**src/rtl/totd_cfg_sequencer.sv**
```systemverilog
// ToTd trigger controller: 3-phase ENABLE40 strobe, double-buffered trigger
// configuration applied atomically on the phase-2 edge, and trigger qualification.
module totd_cfg_sequencer #(
    parameter int unsigned ADC_WIDTH    = 12,
    parameter int unsigned OCC_BITS     = 7,
    parameter int unsigned INT_BITS     = 20,
    parameter int unsigned SETTLE_TICKS = 121,
    parameter int unsigned HOLDOFF_BITS = 8
) (
    input  logic                    CLK120,
    input  logic                    RESETN,
    input  logic                    SYNC40,
    input  logic                    WR_STB,
    input  logic [3:0]              WR_ADDR,
    input  logic [31:0]             WR_DATA,
    input  logic                    COMMIT,
    input  logic                    TRIG_IN,
    output logic [1:0]              ENABLE40,
    output logic [ADC_WIDTH-1:0]    THRES0,
    output logic [ADC_WIDTH-1:0]    THRES1,
    output logic [ADC_WIDTH-1:0]    THRES2,
    output logic [ADC_WIDTH-1:0]    UP0,
    output logic [ADC_WIDTH-1:0]    UP1,
    output logic [ADC_WIDTH-1:0]    UP2,
    output logic [OCC_BITS-1:0]     OCCUPANCY,
    output logic [INT_BITS-1:0]     INT,
    output logic [2:0]              TRIG_ENABLE,
    output logic [1:0]              MULTIPLICITY,
    output logic                    TRIG_OUT,
    output logic                    BUSY,
    output logic                    COMMIT_ACK,
    output logic                    WR_ERR,
    output logic [15:0]             DROP_CNT
);

    localparam int unsigned CNT_W = (SETTLE_TICKS > 0) ? $clog2(SETTLE_TICKS + 1) : 1;

    typedef enum logic [1:0] {
        ST_IDLE   = 2'd0,
        ST_PEND   = 2'd1,
        ST_SETTLE = 2'd2
    } state_e;

    state_e                  state_q, state_d;
    logic [1:0]              en40_q, en40_d;
    logic [CNT_W-1:0]        settle_q, settle_d;

    logic [ADC_WIDTH-1:0]    stg_thres_q [3];
    logic [ADC_WIDTH-1:0]    stg_thres_d [3];
    logic [ADC_WIDTH-1:0]    stg_up_q [3];
    logic [ADC_WIDTH-1:0]    stg_up_d [3];
    logic [OCC_BITS-1:0]     stg_occ_q, stg_occ_d;
    logic [INT_BITS-1:0]     stg_int_q, stg_int_d;
    logic [2:0]              stg_ten_q, stg_ten_d;
    logic [1:0]              stg_mult_q, stg_mult_d;
    logic [HOLDOFF_BITS-1:0] stg_hold_q, stg_hold_d;

    logic [ADC_WIDTH-1:0]    act_thres_q [3];
    logic [ADC_WIDTH-1:0]    act_thres_d [3];
    logic [ADC_WIDTH-1:0]    act_up_q [3];
    logic [ADC_WIDTH-1:0]    act_up_d [3];
    logic [OCC_BITS-1:0]     act_occ_q, act_occ_d;
    logic [INT_BITS-1:0]     act_int_q, act_int_d;
    logic [2:0]              act_ten_q, act_ten_d;
    logic [1:0]              act_mult_q, act_mult_d;
    logic [HOLDOFF_BITS-1:0] act_hold_q, act_hold_d;

    logic [HOLDOFF_BITS-1:0] holdoff_q, holdoff_d;
    logic                    trig_in_q, trig_in_d;
    logic                    rise_q, rise_d;
    logic                    trig_out_q, trig_out_d;
    logic                    busy_q, busy_d;
    logic                    ack_q, ack_d;
    logic                    wr_err_q, wr_err_d;
    logic [15:0]             drop_q, drop_d;
    logic                    wr_ok;
    logic                    unused_wr_data;

    assign unused_wr_data = ^WR_DATA;

    always_comb begin
        state_d     = state_q;
        settle_d    = settle_q;
        stg_thres_d = stg_thres_q;
        stg_up_d    = stg_up_q;
        stg_occ_d   = stg_occ_q;
        stg_int_d   = stg_int_q;
        stg_ten_d   = stg_ten_q;
        stg_mult_d  = stg_mult_q;
        stg_hold_d  = stg_hold_q;
        act_thres_d = act_thres_q;
        act_up_d    = act_up_q;
        act_occ_d   = act_occ_q;
        act_int_d   = act_int_q;
        act_ten_d   = act_ten_q;
        act_mult_d  = act_mult_q;
        act_hold_d  = act_hold_q;
        holdoff_d   = holdoff_q;
        drop_d      = drop_q;
        ack_d       = 1'b0;
        wr_err_d    = 1'b0;
        trig_out_d  = 1'b0;
        trig_in_d   = TRIG_IN;
        rise_d      = TRIG_IN & ~trig_in_q;

        if (SYNC40 || en40_q == 2'd2) begin
            en40_d = 2'd0;
        end else begin
            en40_d = en40_q + 2'd1;
        end

        // Staging is frozen while a commit is pending so the apply stays atomic
        wr_ok = WR_STB && (state_q != ST_PEND) && (WR_ADDR <= 4'd9);
        if (WR_STB && !wr_ok) begin
            wr_err_d = 1'b1;
        end
        if (wr_ok) begin
            case (WR_ADDR)
                4'd0: stg_thres_d[0] = WR_DATA[ADC_WIDTH-1:0];
                4'd1: stg_thres_d[1] = WR_DATA[ADC_WIDTH-1:0];
                4'd2: stg_thres_d[2] = WR_DATA[ADC_WIDTH-1:0];
                4'd3: stg_up_d[0]    = WR_DATA[ADC_WIDTH-1:0];
                4'd4: stg_up_d[1]    = WR_DATA[ADC_WIDTH-1:0];
                4'd5: stg_up_d[2]    = WR_DATA[ADC_WIDTH-1:0];
                4'd6: stg_occ_d      = WR_DATA[OCC_BITS-1:0];
                4'd7: begin
                    stg_ten_d  = WR_DATA[2:0];
                    stg_mult_d = WR_DATA[4:3];
                end
                4'd8: stg_int_d      = WR_DATA[INT_BITS-1:0];
                4'd9: stg_hold_d     = WR_DATA[HOLDOFF_BITS-1:0];
                default: ;
            endcase
        end

        case (state_q)
            ST_IDLE: begin
                if (COMMIT) begin
                    state_d = ST_PEND;
                end
            end
            ST_PEND: begin
                if (en40_q == 2'd2) begin
                    state_d     = ST_SETTLE;
                    settle_d    = CNT_W'(SETTLE_TICKS);
                    ack_d       = 1'b1;
                    act_thres_d = stg_thres_q;
                    act_up_d    = stg_up_q;
                    act_occ_d   = stg_occ_q;
                    act_int_d   = stg_int_q;
                    act_ten_d   = stg_ten_q;
                    act_mult_d  = stg_mult_q;
                    act_hold_d  = stg_hold_q;
                end
            end
            ST_SETTLE: begin
                if (COMMIT) begin
                    state_d = ST_PEND;
                end else if (settle_q == '0) begin
                    state_d = ST_IDLE;
                end else if (en40_q == 2'd0) begin
                    settle_d = settle_q - CNT_W'(1);
                end
            end
            default: state_d = ST_IDLE;
        endcase

        busy_d = (state_d != ST_IDLE);

        if (holdoff_q != '0 && en40_q == 2'd0) begin
            holdoff_d = holdoff_q - HOLDOFF_BITS'(1);
        end
        if (rise_q) begin
            if (state_q == ST_IDLE && holdoff_q == '0) begin
                trig_out_d = 1'b1;
                holdoff_d  = act_hold_q;
            end else if (drop_q != '1) begin
                drop_d = drop_q + 16'd1;
            end
        end
    end

    always_ff @(posedge CLK120 or negedge RESETN) begin
        if (!RESETN) begin
            state_q     <= ST_IDLE;
            en40_q      <= '0;
            settle_q    <= '0;
            stg_thres_q <= '{default: '1};
            stg_up_q    <= '{default: '1};
            stg_occ_q   <= '1;
            stg_int_q   <= '1;
            stg_ten_q   <= '0;
            stg_mult_q  <= '0;
            stg_hold_q  <= '0;
            act_thres_q <= '{default: '1};
            act_up_q    <= '{default: '1};
            act_occ_q   <= '1;
            act_int_q   <= '1;
            act_ten_q   <= '0;
            act_mult_q  <= '0;
            act_hold_q  <= '0;
            holdoff_q   <= '0;
            trig_in_q   <= 1'b0;
            rise_q      <= 1'b0;
            trig_out_q  <= 1'b0;
            busy_q      <= 1'b0;
            ack_q       <= 1'b0;
            wr_err_q    <= 1'b0;
            drop_q      <= '0;
        end else begin
            state_q     <= state_d;
            en40_q      <= en40_d;
            settle_q    <= settle_d;
            stg_thres_q <= stg_thres_d;
            stg_up_q    <= stg_up_d;
            stg_occ_q   <= stg_occ_d;
            stg_int_q   <= stg_int_d;
            stg_ten_q   <= stg_ten_d;
            stg_mult_q  <= stg_mult_d;
            stg_hold_q  <= stg_hold_d;
            act_thres_q <= act_thres_d;
            act_up_q    <= act_up_d;
            act_occ_q   <= act_occ_d;
            act_int_q   <= act_int_d;
            act_ten_q   <= act_ten_d;
            act_mult_q  <= act_mult_d;
            act_hold_q  <= act_hold_d;
            holdoff_q   <= holdoff_d;
            trig_in_q   <= trig_in_d;
            rise_q      <= rise_d;
            trig_out_q  <= trig_out_d;
            busy_q      <= busy_d;
            ack_q       <= ack_d;
            wr_err_q    <= wr_err_d;
            drop_q      <= drop_d;
        end
    end

    assign ENABLE40     = en40_q;
    assign THRES0       = act_thres_q[0];
    assign THRES1       = act_thres_q[1];
    assign THRES2       = act_thres_q[2];
    assign UP0          = act_up_q[0];
    assign UP1          = act_up_q[1];
    assign UP2          = act_up_q[2];
    assign OCCUPANCY    = act_occ_q;
    assign INT          = act_int_q;
    assign TRIG_ENABLE  = act_ten_q;
    assign MULTIPLICITY = act_mult_q;
    assign TRIG_OUT     = trig_out_q;
    assign BUSY         = busy_q;
    assign COMMIT_ACK   = ack_q;
    assign WR_ERR       = wr_err_q;
    assign DROP_CNT     = drop_q;

endmodule
```
**config.mk**
```make
export PLATFORM = sky130hd
export DESIGN_NAME = totd_cfg_sequencer
export DESIGN_NICKNAME = d
export VERILOG_FILES = /design/src/rtl/totd_cfg_sequencer.sv
export SDC_FILE = /design/constraint.sdc
export NUM_CORES = 1
export LEC_CHECK = 0
export ABC_AREA = 1
export CAP_MARGIN = 10
export CORE_MARGIN = 1.5
export CORE_UTILIZATION = 60
export CTS_BUF_LIST = sky130_fd_sc_hd__clkbuf_4 sky130_fd_sc_hd__clkbuf_8
export CTS_CLUSTER_DIAMETER = 200
export DETAILED_ROUTE_END_ITERATION = 6
export GPL_ROUTABILITY_DRIVEN = 0
export HOLD_SLACK_MARGIN = 0.02
export PLACE_DENSITY = 0.95
export SETUP_SLACK_MARGIN = 0.3
export SLEW_MARGIN = 20
export SYNTH_ARGS = -nofsm -noshare
export SYNTH_HDL_FRONTEND = slang
export SYNTH_SLANG_ARGS = --single-unit
```
**constraint.sdc**
```tcl
create_clock -name CLK120 -period 2.6 [get_ports CLK120]
set_input_delay 0.26 -clock CLK120 [delete_from_list [all_inputs] [get_ports CLK120]]
set_output_delay 0.26 -clock CLK120 [all_outputs]
set_load 0.1 [all_outputs]
```
Word level (Yosys, flattened, before mapping):

Index checks and enable logic that the tools add are counted.

* word-level logic and storage cells: 106
* register bits: 265

* reduce and logical (&&, ||, !) cells: 28
* eq/ne operators: 18
* $add $sub $neg: 4
* bitwise operators: 3
* muxes and demuxes: 19
* $lt $le $gt $ge: 1

Operators with widths (count)
* 2-to-1 mux 7 bit: 4
* 2-to-1 mux 8 bit: 3
* AND reduction 2 bit: 11
* adder 16 x 1 -> 16 bit (second input constant): 1
* equality test 4 x 3 -> 1 bit (second input constant): 4
* inequality test 16 bit (second input constant): 1
* one-hot mux 7 bit (2 select lines): 1
* 2-to-1 mux 2 bit: 5
* equality test 4 x 2 -> 1 bit (second input constant): 2
* equality test 4 bit (second input constant): 2
* zero test 8 bit: 1
* inequality test 2 bit (second input constant): 4
* nonzero test 8 bit: 1
* subtractor 8 x 1 -> 8 bit (second input constant): 1
* zero test 7 bit: 1
* subtractor 7 x 1 -> 7 bit (second input constant): 1
* one-hot mux 2 bit (3 select lines): 1
* logical AND 1 bit: 5
* 2-to-1 mux 1 bit: 5
* AND reduction 5 bit: 1
* equality test 2 bit (second input constant): 2
* equality test 4 x 1 -> 1 bit (second input constant): 1
* <= comparator 4 bit (second input constant): 1
* zero test 2 bit: 2
* other kinds (10): 12

Logic depth before layout (Yosys ltp):

Gate-level depths: netlist of the first run.

* word-level depth: 6
* mapped depth: 10
* gate-level depth less buffers: 9

Worst setup path before layout of the first run:

No wires, ideal clock.

* kind: reg2reg
* from: reg drop_q[0], in the netlist DROP_CNT[0]
* to: reg drop_q[5], in the netlist DROP_CNT[5]
* period minus slack after synthesis: 2.249 ns
* setup slack: 0.351 ns
* data required time: 2.477 ns
* arrival time: 2.126 ns
* stages on the path, launching flop included: 10
* path through: dfrtp_1 ha_1 nand3_1 inv_1 nand2_1 nor2_2 nor2_4 buf_6 nand2_1 nand2_1

* word-level cells in the longest chain between the ends: 2
* elaborated cells between the ends (all ways): 3
* those cells by class: add/sub (1); eq/ne (1); reduce/logical (1)

RTL lines
* start: declaration: line 75 `logic [15:0] drop_q, drop_d;`
* start signal: assignment: line 235 `drop_q <= drop_d;`
* branches (longest 2 deep; another with adder 16 x 1 -> 16 bit)

Several ways; the timed one is not identified.
A chain may end at the register's enable or synchronous reset.

Worst setup path in the final report of the first run:

* from: reg en40_q[0], in the netlist ENABLE40[0]
* to: reg act_hold_q[3]

* word-level cells in the longest chain between the ends: 2

RTL lines
* start: declaration: line 45 `logic [1:0] en40_q, en40_d;`
* start signal: assignment: line 212 `en40_q <= en40_d;`
* equality test 2 bit: line 143 `if (en40_q == 2'd2) begin`
* AND reduction 2 bit (no line)
* end signal: assignment: line 227 `act_hold_q <= act_hold_d;`
* end: declaration: line 66 `logic [HOLDOFF_BITS-1:0] act_hold_q, act_hold_d;`

No other way between the ends.

==> summary.txt, run 1 <==
CTS
  – Deepest level of the CTS H-tree: 2
  – CTS Hold Bufs: 1
  – Clock transition time at the flip-flop clock pins of the worst setup and hold paths: 0.07 ns
  – Number of setup buffers added after CTS: 0
  – Clock tree from TritonCTS: yes
  – Maximum buffer depth of the clock tree: 3
  – CTS sink count: 265
  – Clock insertion delay at the later pin of the skew report: 0.56 ns
  – TritonCTS Buffers: 40
  – Post-cts resize count: 0
  – Library cell used as clock root buffer: clkbuf_8

Synth
  – Synthesized flop and latch total: 265
  – Async S/R FF share, synth: 1.000
  – Proportion of synthesized chip area in sequential cells: 0.6304
  – Post-synth design cell area: 0.01091 mm^2
  – Count of flip-flops with a built-in enable after synthesis: 0
  – Cell types occupying the most area after synthesis: dfstp_2, nand2_1, dfrtp_1, o21ai_0, nand3_1
  – Commonest cells in the netlist: nand2_1, dfstp_2, o21ai_0, dfrtp_1, inv_1
  – Share of Yosys cell area claimed by the top area cell type: 0.4767
  – Gate Count Post-Synth: 1195
  – Most frequently used flop master after synthesis: dfstp_2
  – Synth area leader: dfstp_2
  – Most repeated cell in the gate-level netlist after synthesis: nand2_1
  – Library cells used by synthesis: 32
  – Net count of the mapped netlist: 1243
  – Syn avg cell area: 9.132 um^2
  – Synth warn: 0

Cells and area
  – Post-layout util: 0.7400
  – Area growth from synthesis to final layout: 21.39%
  – Share of cells above drive strength 1: 0.3153
  – Area taken by multi-input logic gates: 0.003598 mm^2
  – Sequential standard cell area: 0.006879 mm^2
  – Count of filler cells inserted in the layout: 1129
  – Final #Nets: 1408
  – Ant. Diodes: 0

Global route
  – Overflow after GRT: 0
  – Vias in the first global route: 8806
  – Total routing usage reported by global routing: 0.3023
  – Global-route wire length before repair: 44310 um
  – Largest net degree at the start of global routing: 77
  – Number of antenna violations at the first check in global routing: 0

Floorplan
  – Die H: 137.9 um
  – Area of the core region: 0.01790 mm^2
  – Die Span X: 137.9 um
  – Initial Utilization: 0.6096
  – Number of top-level design ports: 168
  – Core Rows: 49
  – Overall die area: 0.01901 mm^2

STA
  – Unrepaired setup endpoints after global routing: no
  – Remaining max-slew budget at the tightest pin: 0.5081
  – Worst clock skew on the final layout: 0.02343 ns
  – Slew at the pin closest to its max-slew limit: 0.7353 ns
  – Period minus WS final: 2.028 ns
  – Number of max-slew violations in the final report: 0
  – Final period utilization: 0.7801
  – Hold Fails Final Rpt: 0
  – Max Clk Rate: 493.0 MHz
  – Endpoints failing setup: 0
  – Sum Neg Setup Slack: 0 ns

Routing
  – Number of DRC violations after detailed routing: 0
  – 1st-pass router iterations: 6
  – DR WL/cell: 17.12 um
  – Via/cell ratio: 5.474
  – Routed Antenna Nets: 0
  – Drt initial violations: 825
  – Detailed-route via count: 8857
  – Drt total wl: 27710 um

Critical path
  – Maximum cell stage delay along the critical path: 0.42 ns
  – Number of cell instances on the worst register-to-register path: 7
  – Cell occurring most often along the worst timing path: nand2_1
  – Buffers and inverters on the worst path: 3
  – Max stage delay cell, worst path: clkinv_2
  – CP endpoint kind: register
  – Max Fanout on Critical Path: 52
  – WP data required: 3.04 ns
  – Type of the worst setup path: reg -> reg
  – Launching element type of the critical path: register
  – Top Family by Delay on Critical Path: buffers and inverters
  – Critical path origin: ENABLE40[0]
  – RR Startpoint: ENABLE40[0]
  – Cell count along the critical path: 7
  – Critical Path AT: 2.47 ns
  – CP cell instances: inv_1, ha_1, nand2_4, clkinv_2, buf_12, nand2_1, nand2_1

Job
  – Count of max-cap constraint violations: 0

Placed design
  – Quantity of I/O buffers inserted on ports: 155
  – HPWL after detailed placement: 17070 um

Run status
  – Status: finished, final reports clean

Worst hold path
  – Type of the most critical hold path: in -> reg
  – Worst Min Path Start: TRIG_IN
  – Hold Path Stages: 1
-- path summary, 6_finish.rpt --
check                           endpoint  slack [ns]
min in group asynchronous    settle_q[2]        0.27
hold reg to reg                   rise_q        0.40
setup / recovery           act_hold_q[3]        0.57
max in group asynchronous      THRES1[8]        1.49
setup reg to reg           act_hold_q[3]        0.57
hold / removal                 trig_in_q        0.25
-- cell type report --
cell class / count / area share
Clock buffer: 64 / 0.05941
Clock inverter: 7 / 0.007745
Inverter: 55 / 0.01587
Multi-Input combinational cell: 831 / 0.2716
Sequential cell: 265 / 0.5193
Tap cell: 229 / 0.02163
Timing Repair Buffer: 167 / 0.1045
-- worst reg2reg max path: cells and delay by family, from the launching register on --
family | cells | cell delay [ns]
adders and majority gates | 1 | 0.29
and+or+nand+nor | 3 | 0.42
DFF | 1 | 0.37
buffers and inverters | 3 | 0.85
-- logic make-up (layout without fill, tap and decap cells) --
kind of cell    after synthesis  count (layout)  share of synthesized area
buf+inv                      99             293                    0.04059
xor+xnor                     12              12                   0.009632
flops                       265             265                     0.6304
fa+ha+maj                     6               6                   0.006879
compound gates              123             123                    0.06042
simple gates                690             690                     0.2521
-- state kept, by name, summed over array words and instances, names as in the netlist, 16 cells and up --
signal,cells
DROP_CNT,16
INT,20
stg_int_q,20
stg_thres_q,36
stg_up_q,36
-- per-layer routing --
metal	global-route usage	routed length [um]	up-vias
li1	-	-	4065
met1	0.3826	10620	4271
met2	0.4950	13670	434
met3	0.07566	2435	87
met4	0.1348	980	0
met5	0	0	-
-- layout by cell type (no fill, tap or decap), types with 5 or more instances in the layout --
cell	netlist	final
buf_4	4	133
clkbuf_4	0	15
clkbuf_8	0	49
clkdlybuf4s50_1	0	28
dfrtp_1	67	67
dfstp_2	198	198
ha_1	6	6
inv_1	51	51
nand2_1	578	577
nand3_1	40	40
nand4_1	7	7
nor2_1	46	46
nor2_4	5	5
o21ai_0	97	97
o21ai_1	11	11
o21ai_2	10	10
xnor2_1	9	9
-- per-stage QoR --
stage | worst slack, ns | hold slack, ns | cell area, um^2 | std cells
after floorplan | 0.3513 | -0.03559 | 10910 | 1195
after global placement | 0.5252 | 0.2722 | 12350 | 1546
after detailed placement | 0.4330 | 0.2730 | 12350 | 1546
after CTS | 0.5650 | 0.2098 | 13250 | 1618
after global routing | 0.4292 | 0.2351 | 13250 | 1618
final | 0.5716 | 0.2457 | 13250 | 1618
Power of run 1 is left out: the tool's default activity adds up to more than one toggle a clock period on the data nets, which glitch-free logic cannot reach.
==> inputs of run 2 (changes only) <==
--- a/config.mk
+++ b/config.mk
@@ -8,13 +8,13 @@
 export ABC_AREA = 1
 export CAP_MARGIN = 10
 export CORE_MARGIN = 1.5
-export CORE_UTILIZATION = 60
+export CORE_UTILIZATION = 56
 export CTS_BUF_LIST = sky130_fd_sc_hd__clkbuf_4 sky130_fd_sc_hd__clkbuf_8
 export CTS_CLUSTER_DIAMETER = 200
 export DETAILED_ROUTE_END_ITERATION = 6
 export GPL_ROUTABILITY_DRIVEN = 0
 export HOLD_SLACK_MARGIN = 0.02
-export PLACE_DENSITY = 0.95
+export PLACE_DENSITY = 0.91
 export SETUP_SLACK_MARGIN = 0.3
 export SLEW_MARGIN = 20
 export SYNTH_ARGS = -nofsm -noshare
==> constraint.sdc (replaced) <==
create_clock -name CLK120 -period 1.9 [get_ports CLK120]
set_input_delay 0.19 -clock CLK120 [delete_from_list [all_inputs] [get_ports CLK120]]
set_output_delay 0.19 -clock CLK120 [all_outputs]
set_load 0.1 [all_outputs]
==> run 2 against run 1 <==
Clock skew is 0.013 ns higher; maximum frequency is 18% higher; via count is 4.7% higher; hold slack worse by 0.066 ns; worst setup slack worse by 0.39 ns; first-iteration DRC count is 21% higher; register-to-register slack worse by 0.39 ns; design area is 4.8% higher; count of clock-buffer cells in the layout is 6 higher; sequential share of layout area is 2.0 points lower; flip-flop and latch count stayed put.
==> summary.txt, run 2 (same netlist as run 1, synthesis figures left out) <==
Floorplan
  – Core Rows: 50
  – Area of the core region: 0.01889 mm^2
  – Die H: 142.6 um
  – Number of top-level design ports: 168
  – Initial Utilization: 0.5776
  – Die Span X: 142.6 um
  – Overall die area: 0.02033 mm^2

Global route
  – Overflow after GRT: 0
  – Global-route wire length before repair: 45280 um
  – Vias in the first global route: 8994
  – Largest net degree at the start of global routing: 70
  – Number of antenna violations at the first check in global routing: 0
  – Total routing usage reported by global routing: 0.2861

Cells and area
  – Final #Nets: 1423
  – Ant. Diodes: 0
  – Count of filler cells inserted in the layout: 1177
  – Biggest regs: stg_thres_q (36), stg_up_q (36)
  – Area growth from synthesis to final layout: 27.23%
  – Most common cell after layout, fill and taps aside: nand2_1
  – Most frequent cells in the layout: nand2_1, dfstp_2, buf_4
  – Share of cells above drive strength 1: 0.3492

STA
  – Slew at the pin closest to its max-slew limit: 0.6208 ns
  – Endpoints failing setup: 0
  – Remaining max-slew budget at the tightest pin: 0.5857
  – Minimum setup slack in the final design: 0.1812 ns
  – Max Clk Rate: 581.8 MHz
  – Final period utilization: 0.9046
  – Sum Neg Setup Slack: 0 ns
  – Number of max-slew violations in the final report: 0
  – Period minus WS final: 1.719 ns
  – Hold Fails Final Rpt: 0
  – Unrepaired setup endpoints after global routing: yes
  – Worst clock skew on the final layout: 0.03624 ns

CTS
  – Deepest level of the CTS H-tree: 2
  – Clock transition time at the flip-flop clock pins of the worst setup and hold paths: 0.07 ns
  – TritonCTS Buffers: 41
  – CTS sink count: 265
  – Maximum buffer depth of the clock tree: 3
  – Clock insertion delay at the later pin of the skew report: 0.56 ns
  – Clock tree from TritonCTS: yes
  – Library cell used as clock root buffer: clkbuf_8

Job
  – Count of max-cap constraint violations: 0

Routing
  – Via/cell ratio: 5.564
  – Detailed-route via count: 9269
  – Drt initial violations: 1000
  – Routed Antenna Nets: 0
  – DR WL/cell: 18.62 um
  – 1st-pass router iterations: 6
  – Number of DRC violations after detailed routing: 0
  – Drt total wl: 31020 um

Critical path
  – Type of the worst setup path: reg -> reg
  – WP data required: 2.35 ns
  – Max Fanout on Critical Path: 12
  – Setup slack, reg-to-reg: 0.18 ns
  – CP endpoint kind: register
  – Critical Path AT: 2.16 ns
  – Launching element type of the critical path: register

Placed design
  – Quantity of I/O buffers inserted on ports: 155
  – Worst setup timing slack at the placement stage: 0.07460 ns
  – HPWL after detailed placement: 17180 um

Worst hold path
  – Type of the most critical hold path: in -> async

Run status
  – Status: finished, final reports clean
==> run 2: worst max-delay path: stages, from the launching register on <==
cell     delay (ns)
dfrtp_1        0.42
inv_2          0.10
nor2_4         0.06
nor2_4         0.21
nand2_4        0.13
nor2_4         0.18
nand2_2        0.19
o21ai_1        0.32
==> run 2: path summary, 6_finish.rpt <==
path,from,endpoint,cells past startpoint
min reg2reg,trig_in_q,rise_q,1
max in group asynchronous,RESETN,stg_int_q[17],3
min in group CLK120,TRIG_IN,trig_in_q,1
max,state_q[0],stg_up_q[13],7
max reg2reg,state_q[0],stg_up_q[13],7
min,RESETN,DROP_CNT[2],2
==> run 2: per-layer routing <==
| layer | up-vias | part of all wire | GRT usage |
|---|---|---|---|
| li1 | 4093 | - | - |
| met1 | 4478 | 0.36 | 0.3699 |
| met2 | 558 | 0.49 | 0.4576 |
| met3 | 140 | 0.10 | 0.06258 |
| met4 | 0 | 0.049 | 0.1454 |
| met5 | - | 0 | 0 |
==> run 2: what timing repair did <==
action | 4_1_cts | 5_1_grt
gates cloned | 1 | 4
setup buffers | 3 | 2
hold endpoints to repair | 63 | 0
hold buffers | 1 | 0
pin swaps | 2 | 1
gates resized for setup | 13 | 31
endpoints found under the setup margin | 43 | 147
==> run 2: cell type report <==
cell class              instances  area (um^2)  share of cell area
flip-flops and latches        265         6932              0.4992
multi-input cells             832         3727              0.2684
repair buffers                180         1782              0.1283
clock buffers                  70        869.6             0.06263
well taps                     260        325.3             0.02343
inverters                      55        219.0             0.01577
clock inverters                 4        30.03            0.002163
==> run 2: through the flow <==
step                      instance area, um^2  std cells    util  hold WS (ns)
after floorplan                         11040       1195       -       -0.1056
after global placement                  12660       1581  0.6699        0.1713
after detailed placement                12660       1581  0.6699        0.1760
after CTS                               13680       1660  0.7240        0.1509
after global routing                    13880       1666  0.7349        0.1567
final                                   13880       1666  0.7349        0.1792
Power of run 2 is left out for the same reason.
